--- src/rtl/uart_tx_response_scheduler.sv ---
// Response scheduler for the UART transmitter.
// ALU results and register reads are queued in a small FIFO as {len, payload}.
// Each entry is sent as len frames. Every frame is handshaked on the synchronised busy flag.
// The receiver controller is enabled only while nothing remains to send.
module uart_tx_response_scheduler #(
  parameter int DATA_WIDTH   = 8,
  parameter int RESULT_BYTES = 2,
  parameter int FIFO_DEPTH   = 4,
  parameter int MSB_FIRST    = 0,
  parameter int BUSY_TIMEOUT = 64
) (
  input  logic                               clk,
  input  logic                               reset,
  input  logic [RESULT_BYTES*DATA_WIDTH-1:0] alu_result,
  input  logic                               alu_result_valid,
  input  logic [DATA_WIDTH-1:0]              read_data,
  input  logic                               read_data_valid,
  input  logic                               transmitter_busy_sync,
  output logic [DATA_WIDTH-1:0]              transmitter_parallel_data,
  output logic                               transmitter_parallel_data_valid,
  output logic                               uart_receiver_controller_en,
  output logic                               fifo_full,
  output logic                               overflow,
  output logic [7:0]                         retry_count
);
  localparam int PW = RESULT_BYTES * DATA_WIDTH;
  localparam int LW = $clog2(RESULT_BYTES + 1);
  localparam int EW = LW + PW;
  localparam int AW = $clog2(FIFO_DEPTH);
  localparam int TW = $clog2(BUSY_TIMEOUT);
  localparam logic [TW-1:0] T_LAST   = TW'(BUSY_TIMEOUT - 1);
  localparam logic [TW-1:0] TMO_ONE  = TW'(1);
  localparam logic [LW-1:0] LEN_ALU  = LW'(RESULT_BYTES);
  localparam logic [LW-1:0] LEN_RD   = LW'(1);
  localparam logic [AW:0]   PTR_ONE  = (AW + 1)'(1);

  typedef enum logic [2:0] {IDLE, LOAD, SEND, WAIT_BUSY, WAIT_DONE} state_t;
  state_t state, state_nxt;

  logic [EW-1:0]         mem [FIFO_DEPTH];
  logic [AW:0]           wr_ptr, rd_ptr, rd_after;
  logic                  empty, full, wr_req, pop, push, en_nxt;
  logic [EW-1:0]         wr_entry, head;
  logic [PW-1:0]         shift_reg;
  logic [LW-1:0]         byte_cnt;
  logic [TW-1:0]         tmo_cnt;
  logic [DATA_WIDTH-1:0] cur_byte;

  assign fifo_full                       = full;
  assign transmitter_parallel_data_valid = (state == SEND);

  // FIFO status, write arbitration (ALU wins a collision) and the entry to store
  always_comb begin
    empty  = (wr_ptr == rd_ptr);
    full   = (wr_ptr[AW] != rd_ptr[AW]) && (wr_ptr[AW-1:0] == rd_ptr[AW-1:0]);
    wr_req = alu_result_valid | read_data_valid;
    pop    = (state == IDLE) && !empty;
    push   = wr_req && (!full || pop);
    head   = mem[rd_ptr[AW-1:0]];
    if (alu_result_valid) wr_entry = {LEN_ALU, alu_result};
    else                  wr_entry = {LEN_RD, PW'(read_data)};
  end

  // Queue storage; contents need no reset because the pointers define validity
  always_ff @(posedge clk) begin
    if (push) mem[wr_ptr[AW-1:0]] <= wr_entry;
  end

  // Pointers and the sticky overflow flag
  always_ff @(posedge clk or posedge reset) begin
    if (reset) begin
      wr_ptr   <= '0;
      rd_ptr   <= '0;
      overflow <= 1'b0;
    end else begin
      if (push) wr_ptr <= wr_ptr + PTR_ONE;
      if (pop)  rd_ptr <= rd_ptr + PTR_ONE;
      if ((alu_result_valid && read_data_valid) || (wr_req && !push)) overflow <= 1'b1;
    end
  end

  // Next-state logic for the frame sequencer
  always_comb begin
    state_nxt = state;
    case (state)
      IDLE:      if (!empty) state_nxt = LOAD;
      LOAD:      state_nxt = SEND;
      SEND:      state_nxt = WAIT_BUSY;
      WAIT_BUSY: begin
        if (transmitter_busy_sync)  state_nxt = WAIT_DONE;
        else if (tmo_cnt == T_LAST) state_nxt = SEND;
      end
      WAIT_DONE: if (!transmitter_busy_sync) state_nxt = (byte_cnt == LEN_RD) ? IDLE : LOAD;
      default:   state_nxt = IDLE;
    endcase
  end

  // Byte to present: low byte of the shifter, or byte index byte_cnt-1 when MSB first
  always_comb begin
    cur_byte = shift_reg[DATA_WIDTH-1:0];
    if (MSB_FIRST != 0) begin
      for (int i = 0; i < RESULT_BYTES; i++) begin
        if (byte_cnt == LW'(i + 1)) cur_byte = shift_reg[i*DATA_WIDTH +: DATA_WIDTH];
      end
    end
  end

  // The receiver enable looks ahead: the block is going idle with nothing left queued
  always_comb begin
    rd_after = pop ? rd_ptr + PTR_ONE : rd_ptr;
    en_nxt   = (state_nxt == IDLE) && (rd_after == wr_ptr) && !wr_req;
  end

  // Sequencer state, byte and timeout counters, retry counter and the frame data register
  always_ff @(posedge clk or posedge reset) begin
    if (reset) begin
      state                       <= IDLE;
      byte_cnt                    <= '0;
      tmo_cnt                     <= '0;
      retry_count                 <= '0;
      transmitter_parallel_data   <= '0;
      uart_receiver_controller_en <= 1'b1;
    end else begin
      state                       <= state_nxt;
      uart_receiver_controller_en <= en_nxt;
      case (state)
        IDLE:      if (!empty) byte_cnt <= head[EW-1 -: LW];
        LOAD:      transmitter_parallel_data <= cur_byte;
        SEND:      tmo_cnt <= '0;
        WAIT_BUSY: begin
          if (!transmitter_busy_sync) begin
            if (tmo_cnt == T_LAST) begin
              if (retry_count != 8'hFF) retry_count <= retry_count + 8'd1;
            end else begin
              tmo_cnt <= tmo_cnt + TMO_ONE;
            end
          end
        end
        WAIT_DONE: if (!transmitter_busy_sync) byte_cnt <= byte_cnt - LEN_RD;
        default:   ;
      endcase
    end
  end

  // Payload shifter: loaded on pop, shifted down after each completed frame when LSB first
  always_ff @(posedge clk) begin
    if (state == IDLE && !empty)
      shift_reg <= head[PW-1:0];
    else if (state == WAIT_DONE && !transmitter_busy_sync && MSB_FIRST == 0)
      shift_reg <= shift_reg >> DATA_WIDTH;
  end

endmodule

--- config.mk ---
export PLATFORM = sky130hd
export DESIGN_NAME = uart_tx_response_scheduler
export DESIGN_NICKNAME = d
export VERILOG_FILES = /design/src/rtl/uart_tx_response_scheduler.sv
export SDC_FILE = /design/constraint.sdc
export NUM_CORES = 1
export LEC_CHECK = 0
export ABC_AREA = 1
export BUFFER_PORTS_ARGS = -buffer_cell sky130_fd_sc_hd__buf_2
export CORE_ASPECT_RATIO = 2
export CORE_MARGIN = 4
export CORE_UTILIZATION = 64
export DETAILED_ROUTE_END_ITERATION = 8
export PLACE_DENSITY = 0.95
export SYNTH_ARGS = -nofsm -noshare
export SYNTH_HDL_FRONTEND = slang
export SYNTH_SLANG_ARGS = --single-unit
export TNS_END_PERCENT = 100
--- constraint.sdc ---
create_clock -name clk -period 3.5 [get_ports clk]
set_input_delay 0.525 -clock clk [delete_from_list [all_inputs] [get_ports clk]]
set_output_delay 0.525 -clock clk [all_outputs]
set_load 0.005 [all_outputs]
==> results by group <==
Logic synthesis
  • Largest family of logic cells by synthesized area: simple AND/OR/NAND/NOR gates
  • Synth Area in Adders: 0.0185
  • #FFs+latches synth: 123
  • Synth Warn #: 0
  • Yosys top cell by area: edfxtp_1
  • Mapped cell area: 5420 µm²
  • Count of cell types in the netlist: 36
  • Synth Area in Compound Gates: 0.0698
  • Syn nets: 515
  • Mux cell area share after synthesis: 0.0388
  • Share of Yosys cell area claimed by the top area cell type: 0.488
  • Register area share after synthesis: 0.650
  • Top post-synthesis cells by area: edfxtp_1 49%, dfrtp_1 16%, nand2_1 5.9%
  • Mapped Cells: roughly 480
  • Synth Area in XOR/XNOR: 0.0254
  • Synth Area per Inst: between 10 and 15 µm²
  • Simple-gate area share of the yosys netlist: 0.153

Timing
  • Worst rel slew slack: 0.695
  • Setup TNS: 0 ns
  • Slew at the pin with the worst max-slew slack: about 0.46 ns
  • Fraction of the cycle the final worst path needs: 0.687
  • Clock Skew: approximately 0.013 ns
  • RSZ-0062 raised after global routing: false
  • Final setup fails: 0
  • Final Critical Period: between 2 and 2.5 ns
  • Final hold viol count: 0
  • Achievable Freq: roughly 420 MHz
  • Final Max Slew Viols: 0

Global route
  • Largest net degree at the start of global routing: 39
  • Initial antenna violation count: 0
  • Total grt overflow: 0
  • First-pass GRT wire length: 18.0 mm
  • Vias in the first global route: between 3000 and 4000
  • GRT Util Overall: 0.238

Route
  • Routed wire length: between 10 and 15 mm
  • Number of vias per cell: roughly 5.7
  • Post-route ant nets: 0
  • Post-route DRC: 0
  • Pre-Repair DR Iteration Count: 6
  • Iter 0 DRT Violations: between 200 and 250
  • WL/cell: 17.1 µm
  • DR vias: ~3700

Floorplan
  • Core Area: a little over 8000 µm²
  • Die W: roughly 73 µm
  • Std cell rows: between 40 and 50
  • Die ar.: between 10000 and 15000 µm²
  • Initial core utilization: 0.653
  • Die height: 138 µm
  • I/O Pins: 49

Finish
  • Finished Core Util: 0.761
  • Max reg flops: a little over 70
  • Diode count: 0
  • Most frequent cells in the layout: 88 x edfxtp_1, 85 x nand2_1, 69 x nor2_1
  • Share of cells above drive strength 1: 0.226
  • Most common cell after layout, fill and taps aside: edfxtp_1
  • # nets final: approximately 580
  • Area Overhead vs Synth: 16.4%

Power
  • Switching power total: about 2000 µW
  • Comb power frac: 0.318
  • Power Density: around 900 nW/µm²
  • Peak VDD IR: roughly 0.7 mV
  • Int Pwr: around 3800 µW
  • Flop pwr share: 0.413
  • Leak: between 0.002 and 0.003 µW
  • Switch share: 0.343
  • Clock power share: 0.270

Status
  • Status: finished clean

Worst setup path
  • Crit path launch type: flop
  • Reg2reg end: mem[0][3]
  • Reg2Reg Depth: 10
  • Cell breakdown of the critical path: inv_1 > buf_4 > nand2_1 > nand2_2 > nand2_1 > nor2_1 > buf_2
  • Setup crit start: rd_ptr[0]
  • End of the critical path: fifo_full
  • Slowest CP cell: dfrtp_1
  • Max FO, Critical Path: 38
  • Req. time, crit path: 2.97 ns
  • Max incr delay on CP: between 0.3 and 0.4 ns
  • Reg-to-reg setup timing slack: 1.19 ns
  • FF-to-FF Start: rd_ptr[0]
  • Critical Path Sink Type: output port
  • CP Class: reg -> out
  • Crit path DAT: roughly 1.9 ns
  • Most common cell on crit path: nand2_1

Placement
  • Final HPWL DP: 7.69 mm
  • Port bufs: between 40 and 50
  • Final RePlAce weighted congestion: ~0.85

Clocking
  • Clock latency on the worst-skew pair: around 0.41 ns
  • Hold Buf Count CTS: 0
  • CTS Root Buffer Type: clkbuf_16
  • Number of gates resized after cts: 0
  • CTS Sinks: 123
  • CTS tree: done
  • Post-CTS Setup Bufs: 0
  • Clock buffer depth: 2
  • H-tree depth: 4
  • Clock transition at the registers of the reported paths: around 0.05 ns
  • Inserted Clock Buffers: 17

Worst hold path
  • Hold Path Class: in -> async

Run
  • Max Cap Viol: 0
## kinds of logic (layout without fill, tap and decap cells)
logic type,after synthesis,after routing
adders and majority gates,8,8
AOI/OAI and AO/OA,70,70
buffers and inverters,58,132
and+or+nand+nor,189,189
xor gates and xnor gates,14,14
DFF,123,123
muxes,16,16
## layer usage
layer  share of wire  global-route usage
met2            0.55               0.407
met3           0.048              0.0538
met5               0                   0
met4           0.037               0.134
met1            0.36               0.261
## worst min path at each step
stage	startpoint	to	slack, ns	cells past startpoint
after floorplan	shift_reg[0]	transmitter_parallel_data[0]	0.46	1
after global placement	shift_reg[3]	transmitter_parallel_data[3]	0.46	1
after detailed placement	shift_reg[5]	transmitter_parallel_data[5]	0.47	1
after CTS	reset	transmitter_parallel_data[5]	0.21	3
after global routing	reset	transmitter_parallel_data[7]	0.26	3
final	reset	transmitter_parallel_data[5]	0.21	3
## cells in the mapped netlist
master and number:
nand2_4 3, o22ai_1 10, edfxtp_1 88, nand2_1 85
a22o_1 1, o21ai_1 1, xnor2_2 2, nor3_4 1
inv_1 39, inv_2 1, buf_2 5, xnor2_1 3
nor2_2 4, mux2_4 8, clkinv_1 1, dfstp_2 1
nor3_2 1, nor2_4 1, a21oi_1 11, o21ai_0 43
ha_1 8, o21ai_2 1, buf_6 1, inv_6 1
xor2_1 9, nand3_1 12, buf_1 1, nor2_1 69
buf_4 2, o31ai_1 3, nand2_2 6, dfrtp_1 34
mux2_2 8, nand3_4 1, nand4_1 6, clkbuf_1 7
## power groups by stage
stage	registers, µW	logic (µW)	clock network [µW]
3_5_place_dp	2400	1800	0
5_1_grt	2420	2050	1650
2_1_floorplan	2340	1340	0
6_report	2380	1830	1560
4_1_cts	2380	1830	1580
3_3_place_gp	2370	1690	0
## through the flow
step | instance area (µm²) | hold slack, ns | std cells | setup WS, ns | total power [µW]
floorplan | 5420 | 0.455 | 478 | 1.25 | 3690
global placement | 5770 | 0.457 | 618 | 1.35 | 4070
detailed placement | 5770 | 0.474 | 618 | 1.24 | 4200
CTS | 6310 | 0.211 | 650 | 1.11 | 5790
global route | 6310 | 0.263 | 650 | 1.04 | 6120
finish | 6310 | 0.205 | 650 | 1.10 | 5780
## critical path, delay by kind of cell (launching register included)
family / cells / cell delay (ns)
buffers and inverters: 3 / 0.54
AND/OR/NAND/NOR: 4 / 0.54
flip-flops: 1 / 0.38
## cell type report
class / instances / area, µm²
Clock inverter: 14 / 105
Sequential cell: 123 / 3520
Multi-Input combinational cell: 297 / 1650
Timing Repair Buffer: 58 / 315
Clock buffer: 18 / 429
Tap cell: 98 / 123
Inverter: 42 / 163
Fill cell: 494 / 1980
(Power assumes the default switching activity.)
